<file path="config.mk">
export PLATFORM = sky130hd
export DESIGN_NAME = prog_delay_line
export DESIGN_NICKNAME = d
export VERILOG_FILES = /design/src/rtl/prog_delay_line_pkg.sv /design/src/rtl/prog_delay_chan.sv /design/src/rtl/prog_delay_line.sv
export SDC_FILE = /design/constraint.sdc
export NUM_CORES = 1
export LEC_CHECK = 0
export BUFFER_PORTS_ARGS = -buffer_cell sky130_fd_sc_hd__buf_2
export CAP_MARGIN = 20
export CORE_ASPECT_RATIO = 0.8
export CORE_MARGIN = 4
export CORE_UTILIZATION = 62
export CTS_BUF_LIST = sky130_fd_sc_hd__clkbuf_2
export CTS_CLUSTER_SIZE = 14
export DETAILED_ROUTE_END_ITERATION = 10
export GPL_TIMING_DRIVEN = 0
export HOLD_SLACK_MARGIN = 0.06
export PLACE_DENSITY = 0.86
export SYNTH_ARGS = -nofsm -noshare
export SYNTH_HDL_FRONTEND = slang
export SYNTH_SLANG_ARGS = --single-unit
</file>
<file path="constraint.sdc">
create_clock -name CLK -period 3.4 [get_ports CLK]
set_input_delay 0.68 -clock CLK [delete_from_list [all_inputs] [get_ports CLK]]
set_output_delay 0.68 -clock CLK [all_outputs]
set_load 0.005 [all_outputs]
</file>
<file path="src/rtl/prog_delay_line_pkg.sv">
// Shared definitions for the programmable delay line: tap limits, step
// direction encodings and the per-channel tap update operation.
package prog_delay_line_pkg;

  localparam logic PDL_DIR_UP = 1'b1;
  localparam logic PDL_DIR_DN = 1'b0;

  typedef enum logic [1:0] {
    TAP_HOLD = 2'd0,
    TAP_INC  = 2'd1,
    TAP_DEC  = 2'd2,
    TAP_LOAD = 2'd3
  } tap_op_e;

  function automatic int pdlTapMax(input int w);
    return (1 << w) - 1;
  endfunction

endpackage

</file>
<file path="src/rtl/prog_delay_chan.sv">
// One delay channel: shift line, registered tap mux, tap register with
// MOVE edge detection and a one-cycle flag for steps rejected at a limit.
module prog_delay_chan
  import prog_delay_line_pkg::*;
#(
  parameter int DATA_W      = 1,
  parameter int TAP_W       = 4,
  parameter int DEFAULT_TAP = 0
) (
  input  logic              i_clk,
  input  logic              i_rstN,
  input  logic              i_ce,
  input  logic [DATA_W-1:0] i_a,
  input  logic              i_load,
  input  logic [TAP_W-1:0]  i_delIn,
  input  logic              i_move,
  input  logic              i_direction,
  output logic [DATA_W-1:0] o_z,
  output logic [TAP_W-1:0]  o_tap,
  output logic              o_cflag
);

  localparam int               DEPTH   = pdlTapMax(TAP_W);
  localparam logic [TAP_W-1:0] TAP_MAX = TAP_W'(DEPTH);
  localparam logic [TAP_W-1:0] TAP_RST = TAP_W'(DEFAULT_TAP);

  logic [DATA_W-1:0] r_stage [DEPTH];
  logic [DATA_W-1:0] r_z;
  logic [TAP_W-1:0]  r_tap;
  logic              r_moveQ;
  logic              r_cflag;

  logic [TAP_W-1:0]  w_tapM1;
  logic [DATA_W-1:0] w_lineOut;
  logic              w_step;
  logic              w_reject;
  tap_op_e           w_op;

  assign w_tapM1   = r_tap - TAP_W'(1);
  assign w_lineOut = (r_tap == '0) ? i_a : r_stage[w_tapM1];
  assign w_step    = i_move & ~r_moveQ;

  // LOAD wins over a coincident step, and that step is dropped silently.
  always_comb begin
    w_op     = TAP_HOLD;
    w_reject = 1'b0;
    if (i_load) begin
      w_op = TAP_LOAD;
    end else if (w_step) begin
      if (i_direction == PDL_DIR_UP) begin
        if (r_tap != TAP_MAX) w_op = TAP_INC;
        else                  w_reject = 1'b1;
      end else begin
        if (r_tap != '0) w_op = TAP_DEC;
        else             w_reject = 1'b1;
      end
    end
  end

  always_ff @(posedge i_clk or negedge i_rstN) begin
    if (!i_rstN) begin
      for (int k = 0; k < DEPTH; k++) r_stage[k] <= '0;
      r_z <= '0;
    end else if (i_ce) begin
      r_stage[0] <= i_a;
      for (int k = 1; k < DEPTH; k++) r_stage[k] <= r_stage[k-1];
      r_z <= w_lineOut;
    end
  end

  always_ff @(posedge i_clk or negedge i_rstN) begin
    if (!i_rstN) begin
      r_tap   <= TAP_RST;
      r_moveQ <= 1'b0;
      r_cflag <= 1'b0;
    end else begin
      r_moveQ <= i_move;
      r_cflag <= w_reject;
      case (w_op)
        TAP_LOAD: r_tap <= i_delIn;
        TAP_INC:  r_tap <= r_tap + TAP_W'(1);
        TAP_DEC:  r_tap <= r_tap - TAP_W'(1);
        default:  r_tap <= r_tap;
      endcase
    end
  end

  assign o_z     = r_z;
  assign o_tap   = r_tap;
  assign o_cflag = r_cflag;

endmodule

</file>
<file path="src/rtl/prog_delay_line.sv">
// Multi-channel programmable delay line: one prog_delay_chan per channel,
// with the flat data/tap buses sliced per channel.
module prog_delay_line
  import prog_delay_line_pkg::*;
#(
  parameter int CHANNELS    = 4,
  parameter int DATA_W      = 1,
  parameter int TAP_W       = 4,
  parameter int DEFAULT_TAP = 0
) (
  input  logic                         CLK,
  input  logic                         RSTN,
  input  logic                         CE,
  input  logic [CHANNELS*DATA_W-1:0]   A,
  input  logic [CHANNELS-1:0]          LOAD,
  input  logic [TAP_W-1:0]             DEL_IN,
  input  logic [CHANNELS-1:0]          MOVE,
  input  logic                         DIRECTION,
  output logic [CHANNELS*DATA_W-1:0]   Z,
  output logic [CHANNELS*TAP_W-1:0]    TAP,
  output logic [CHANNELS-1:0]          CFLAG
);

  for (genvar c = 0; c < CHANNELS; c++) begin : g_chan
    prog_delay_chan #(
      .DATA_W      (DATA_W),
      .TAP_W       (TAP_W),
      .DEFAULT_TAP (DEFAULT_TAP)
    ) u_chan (
      .i_clk       (CLK),
      .i_rstN      (RSTN),
      .i_ce        (CE),
      .i_a         (A[c*DATA_W +: DATA_W]),
      .i_load      (LOAD[c]),
      .i_delIn     (DEL_IN),
      .i_move      (MOVE[c]),
      .i_direction (DIRECTION),
      .o_z         (Z[c*DATA_W +: DATA_W]),
      .o_tap       (TAP[c*TAP_W +: TAP_W]),
      .o_cflag     (CFLAG[c])
    );
  end

endmodule

</file>
After elaboration in Yosys (flattened, before gate mapping)

Index checks and enable logic that the tools add are counted.

Bits in registers: 88
Bits of input ports: 20
Output and inout bits: 24
Logic and storage cells: 188

Add/sub/neg operators: 8
Order comparisons: 4
Equality and inequality tests: 16
Mux-type cells: 60
Bitwise operators: 12
Reduce and logical (&&, ||, !) cells: 12

Operator list:

| operator            | count |
|---|---|
| $pmux 4 s3          | 4 |
| $mux 1              | 36 |
| $mux 2              | 16 |
| $ge 5x5->1 const B  | 4 |
| $not 4->5           | 4 |
| $add 4x1->4 const B | 4 |
| $bmux 1 s4          | 4 |
| $eq 2x2->1 const B  | 8 |
| $logic_not 4->1     | 4 |
| $ne 4x4->1 const B  | 4 |
| $reduce_bool 4->1   | 4 |
| $sub 4x1->4 const B | 4 |
| $reduce_bool 3->1   | 4 |
| $eq 2x1->1 const B  | 4 |
| $and 1x1->1         | 4 |
| $not 1->1           | 4 |

Longest topological paths before layout

Word-level depth: 7
Depth in mapped cells: 14
Gate-level depth less buffers: 13

By module

Synthesis repeated with hierarchy kept, for this count alone.

Cell total of the unflattened synthesis: 392
Area, all modules: 4854.7 um^2

By module, submodules not included:

| module          | instances | cells an instance | area each (um^2) | seq. area each (um^2) |
|---|---|---|---|---|
| prog_delay_chan | 4         | 98                | 1213.7           | 550.5 |

Least setup slack after synthesis

Ideal clock, no wire load.

Path type: register to register
From: register g_chan[2].u_chan.r_tap[0]
To: register g_chan[2].u_chan.r_tap[2]
Library setup time: 0.129 ns
Data arrival time: 2.560 ns
Required time: 3.271 ns
Setup slack: 0.711 ns
Cell stages (with the launch flop): 13
Path buffers: 2
Clock period less this slack: 2.689 ns
Cell sequence: dfrtp_1 -> buf_2 -> inv_1 -> ha_1 -> clkbuf_1 -> nor3b_1 -> nor3_1 -> nor2_1 -> inv_1 -> ha_1 -> a221o_1 -> a311oi_1 -> a21oi_1

Cells in the longest elaborated chain, start to end: 7
Elaborated cells on any way between the ends: 14
Those cells by class: add/sub: 2; eq/ne: 4; mux: 6; reduce/logical: 2

Ends and longest elaborated chain:

| element                                                | RTL line                                     | RTL |
|---|---|---|
| start: declaration                                     | prog_delay_chan.sv:29                        | `logic [TAP_W-1:0] r_tap;` |
| start signal: assignment                               | prog_delay_chan.sv:80                        | `TAP_LOAD: r_tap <= i_delIn;` |
| start signal: assignment                               | prog_delay_chan.sv:81                        | `TAP_INC: r_tap <= r_tap + TAP_W'(1);` |
| start signal: assignment                               | prog_delay_chan.sv:82                        | `TAP_DEC: r_tap <= r_tap - TAP_W'(1);` |
| $ne 4x4->1 / $reduce_bool 4->1 (equally long branches) | prog_delay_chan.sv:51, prog_delay_chan.sv:54 |  |
| $mux 1 / $mux 2 (equally long branches)                | prog_delay_chan.sv:51, prog_delay_chan.sv:54 |  |
| $mux 2                                                 | prog_delay_chan.sv:50                        | `if (i_direction == PDL_DIR_UP) begin` |
| $mux 2                                                 | prog_delay_chan.sv:49                        | `end else if (w_step) begin` |
| $mux 2                                                 | prog_delay_chan.sv:47                        | `if (i_load) begin` |
| $eq 2x2->1 / $eq 2x1->1 (equally long branches)        | prog_delay_chan.sv:79                        | `case (w_op)` |
| $pmux 4 s3 / $reduce_bool 3->1 (equally long branches) | --                                           |  |

Parallel ways exist; a longest one is shown, timed or not.
A chain may end at the register's enable or synchronous reset.

Worst setup path after layout

From: register g_chan[1].u_chan.r_tap[0]
To: register g_chan[1].u_chan.r_tap[3]

Cells in the longest elaborated chain, start to end: 7
Elaborated cells on any way between the ends: 14
Those cells by class: add/sub: 2; eq/ne: 4; mux: 6; reduce/logical: 2

Ends and longest elaborated chain:

| element                                                | RTL line |
|---|---|
| start: declaration                                     | prog_delay_chan.sv:29 |
| start signal: assignment                               | prog_delay_chan.sv:80 |
| start signal: assignment                               | prog_delay_chan.sv:81 |
| start signal: assignment                               | prog_delay_chan.sv:82 |
| $ne 4x4->1 / $reduce_bool 4->1 (equally long branches) | prog_delay_chan.sv:51, prog_delay_chan.sv:54 |
| $mux 1 / $mux 2 (equally long branches)                | prog_delay_chan.sv:51, prog_delay_chan.sv:54 |
| $mux 2                                                 | prog_delay_chan.sv:50 |
| $mux 2                                                 | prog_delay_chan.sv:49 |
| $mux 2                                                 | prog_delay_chan.sv:47 |
| $eq 2x2->1 / $eq 2x1->1 (equally long branches)        | prog_delay_chan.sv:79 |
| $pmux 4 s3 / $reduce_bool 3->1 (equally long branches) | -- |

Parallel ways exist; a longest one is shown, timed or not.

==> results.toml <==
[timing]
period_minus_slack_ps = 3040
clock.fmax_ghz = 0.329
rsz0062_at_grt = "no"
fin_skew_ps = 23.2
fin_ws_ps = 361
setup_violations = 0
hold_viol = 0
slew_viol_final = 0
worst_pin_slew_ps = 663
slew_headroom = 0.558
timing.final.crit_share = 0.894
setup-tns-final_ps = 0

[critical_path]
max_stage_delay_ps = 510
cp_max_fo = 10
cp-endpoint = "g_chan[1].u_chan.o_tap[3]$_DFFE_PN0P_"
cp_cell_sequence = "buf_2 -> inv_1 -> ha_1 -> clkbuf_1 -> nand2_1 -> a21oi_1 -> ha_1 -> inv_1 -> o311ai_0 -> a31oi_1 -> o21ai_0"
worstSetupStartpoint = "g_chan[1].u_chan.o_tap[0]$_DFFE_PN0P_"
crit_type = "flip-flop to flip-flop"
cp.arrival_ps = 3520
critical_path_required_ps = 3880
rrSetupSlack_ps = 360
r2r-start = "g_chan[1].u_chan.o_tap[0]$_DFFE_PN0P_"
r2r-end = "g_chan[1].u_chan.o_tap[3]$_DFFE_PN0P_"
critPathSlowestCell = "dfrtp_1"
r2r_cells = 11
cp-start-kind = "flip-flop"
cp-end-kind = "flip-flop"

[place]
dp_slack_ps = 199
gpl.final_weighted_congestion = 0.918
placed_area_sq_mm = 0.00549
dp_hpwl_microns = 8100
port_buffers = 42

[finish]
final_util = 0.700
mostFrequentLayoutCells = "dfrtp_1, mux2_2, buf_2"
final_common_cell = "dfrtp_1"
syn2layout_area_growth_pct = 9.19
drive_gt1_frac = 0.294
nets = 575
stdcell_area_sq_mm = 0.00559
diodes = 0

[power_and_ir_drop]
seq_power_share = 0.459
switchingPower_mw = 1.32
p_sw_frac = 0.366
power.density_mw_per_mm2 = 646
power.internal_mw = 2.29
vdd_drop_max_mv = 0.434
comb_power_share = 0.403
pwr-share-clk = 0.138
p_leak_nw = 2.47

[outcome]
status = "finished clean"

[synthesis]
ys_seq_area_frac = 0.430
syn_inst = 481
syn_avg_cell_area_sq_um = 10.6
synth_edf_count = 0
ys_seq_elements = 88
synth_cell_types = 48
synthArstFlopShare = 1.00
ys.flop_type = "dfrtp_1"
synth_warnings = 0
syn-num-nets = 521
syn_area_sq_mm = 0.00512

[die]
core_sq_mm = 0.00798
ioPinCount = 44
die_x_microns = 110
start_util = 0.641
dieArea_sq_mm = 0.00978
num_rows = 29
die_h_microns = 89.3

[clock_network]
cts_made_buffers = 9
h-tree-depth = 3
clk_latency_ps = 560
clkTransAtPathRegs_ps = 230
clkSinkCount = 88
root_buffer = "clkbuf_2"
hold_buffers = 0
clockBufferDepth = 2
cts_tree = "yes"

[drt]
drt-vias-per-instance = 6.05
vias = 3908
post_drt_wl_per_cell_microns = 17.0
ant_nets = 0
drc_errors = 0
drt-initial-drc-count = 263
first_pass_iters = 7
detail_route.wirelength_microns = 11000

[global_routing]
grt_overflow = 0
antenna_found_initial = 0
grt_max_degree = 46
grt_usage = 0.243
grt_pass1_vias = 3811
grt_pass1_wl_microns = 18400

[job]
maxCapViolations = 0

[worst_hold_path]
hp-class = "input port to asynchronous set/reset pin"
[synthesized netlist by cell type, types with 2 or more instances]
| library cell | n | share of area |
|---|---|---|
| dfrtp_1 | 88 | 0.43 |
| mux2_2 | 65 | 0.14 |
| nand2_1 | 34 | 0.025 |
| inv_1 | 31 | 0.023 |
| ha_1 | 20 | 0.049 |
| nor2b_1 | 20 | 0.024 |
| a21oi_1 | 19 | 0.019 |
| clkbuf_1 | 18 | 0.013 |
| a31oi_1 | 16 | 0.020 |
| nor2_1 | 16 | 0.012 |
| a211oi_1 | 15 | 0.022 |
| o21ai_0 | 14 | 0.014 |
| mux2i_1 | 13 | 0.025 |
| buf_4 | 9 | 0.013 |
| nand3_1 | 8 | 0.0078 |
| nor3_1 | 8 | 0.0078 |
| buf_2 | 7 | 0.0068 |
| mux4_2 | 7 | 0.031 |
| o211ai_1 | 7 | 0.010 |
| or3_1 | 6 | 0.0073 |
| nand2b_1 | 5 | 0.0061 |
| a221oi_1 | 4 | 0.0068 |
| a221o_1 | 3 | 0.0059 |
| a311oi_1 | 3 | 0.0051 |
| a41oi_1 | 3 | 0.0051 |
| and3_1 | 3 | 0.0037 |
| buf_1 | 3 | 0.0022 |
| clkbuf_2 | 3 | 0.0029 |
| o221ai_1 | 3 | 0.0051 |
| o311ai_0 | 3 | 0.0051 |
| o31ai_1 | 3 | 0.0044 |
| or2_2 | 3 | 0.0037 |
| xor2_1 | 3 | 0.0051 |
| a32oi_1 | 2 | 0.0034 |
| o221a_2 | 2 | 0.0044 |
| xnor2_1 | 2 | 0.0034 |
[sequential cells by signal (all words and copies together) (netlist names)]
name	flops
g_chan.u_chan.o_cflag	4
g_chan.u_chan.o_tap	16
g_chan.u_chan.o_z	4
g_chan.u_chan.r_moveQ	4
g_chan.u_chan.r_stage	60
[per-stage QoR]
stage	std cells	power [mW]	hold slack (ps)
final	646	3.61	71.2
after global routing	646	3.88	77.4
after CTS	646	3.61	79.5
after detailed placement	632	3.12	504
after global placement	631	3.02	487
after floorplan	481	2.71	384
[worst min-delay path by stage]
stage / endpoint / from / slack, ps / depth (start not counted)
floorplan: g_chan[0].u_chan.o_cflag$_DFF_PN0_ / RSTN / 380 / 0
global placement: g_chan[3].u_chan.r_stage[0]$_DFFE_PN0P_ / g_chan[3].u_chan.r_stage[0]$_DFFE_PN0P_ / 490 / 1
detailed placement: g_chan[1].u_chan.r_stage[0]$_DFFE_PN0P_ / g_chan[1].u_chan.r_stage[0]$_DFFE_PN0P_ / 500 / 1
CTS: g_chan[0].u_chan.r_stage[7]$_DFFE_PN0P_ / RSTN / 80 / 1
global route: g_chan[0].u_chan.r_stage[6]$_DFFE_PN0P_ / RSTN / 80 / 1
finish: g_chan[0].u_chan.r_stage[7]$_DFFE_PN0P_ / RSTN / 70 / 1
[metal layers]
metal / global-route usage / wire (microns) / vias up
met4: 0.0668 / 155 / 0
met5: 0 / 0 / -
met3: 0.0556 / 681 / 18
li1: - / - / 1840
met2: 0.378 / 5180 / 134
met1: 0.347 / 4990 / 1916
[power groups by stage]
stage / Clock [mW] / Combinational, mW / Sequential (mW)
4_1_cts: 0.505 / 1.45 / 1.65
6_report: 0.498 / 1.46 / 1.66
3_3_place_gp: 0 / 1.38 / 1.65
2_1_floorplan: 0 / 1.11 / 1.59
3_5_place_dp: 0 / 1.44 / 1.68
5_1_grt: 0.556 / 1.62 / 1.70
[cell families after synthesis]
| group | share of synthesized area |
|---|---|
| AO/OA/AOI/OAI | 0.139 |
| XOR/XNOR | 0.00856 |
| adder cells (fa/ha/maj) | 0.0489 |
| buffers and inverters | 0.0611 |
| flip-flops | 0.430 |
| multiplexers | 0.204 |
| AND/OR/NAND/NOR | 0.108 |
[worst max-delay path, delay by kind of cell (launching register included)]
family / cells / cell delay, ps
fa+ha+maj: 2 / 520
buf+inv: 4 / 830
compound gates: 4 / 960
simple gates: 1 / 150
flops: 1 / 510
[layout make-up]
cell class,count,area [sq um]
Fill cell,613,2390
Timing Repair Buffer,43,233
Clock buffer,9,45.0
Buffer,40,199
Sequential cell,88,2200
Clock inverter,5,50.0
Inverter,31,116
Multi-Input combinational cell,322,2610
Tap cell,108,135
[what timing repair did]
item / in CTS / in global routing
gates resized for setup: 0 / 5
endpoints found under the setup margin: 0 / 3
setup buffers: 0 / 0
No activity file was read; power rests on OpenSTA's default activity.
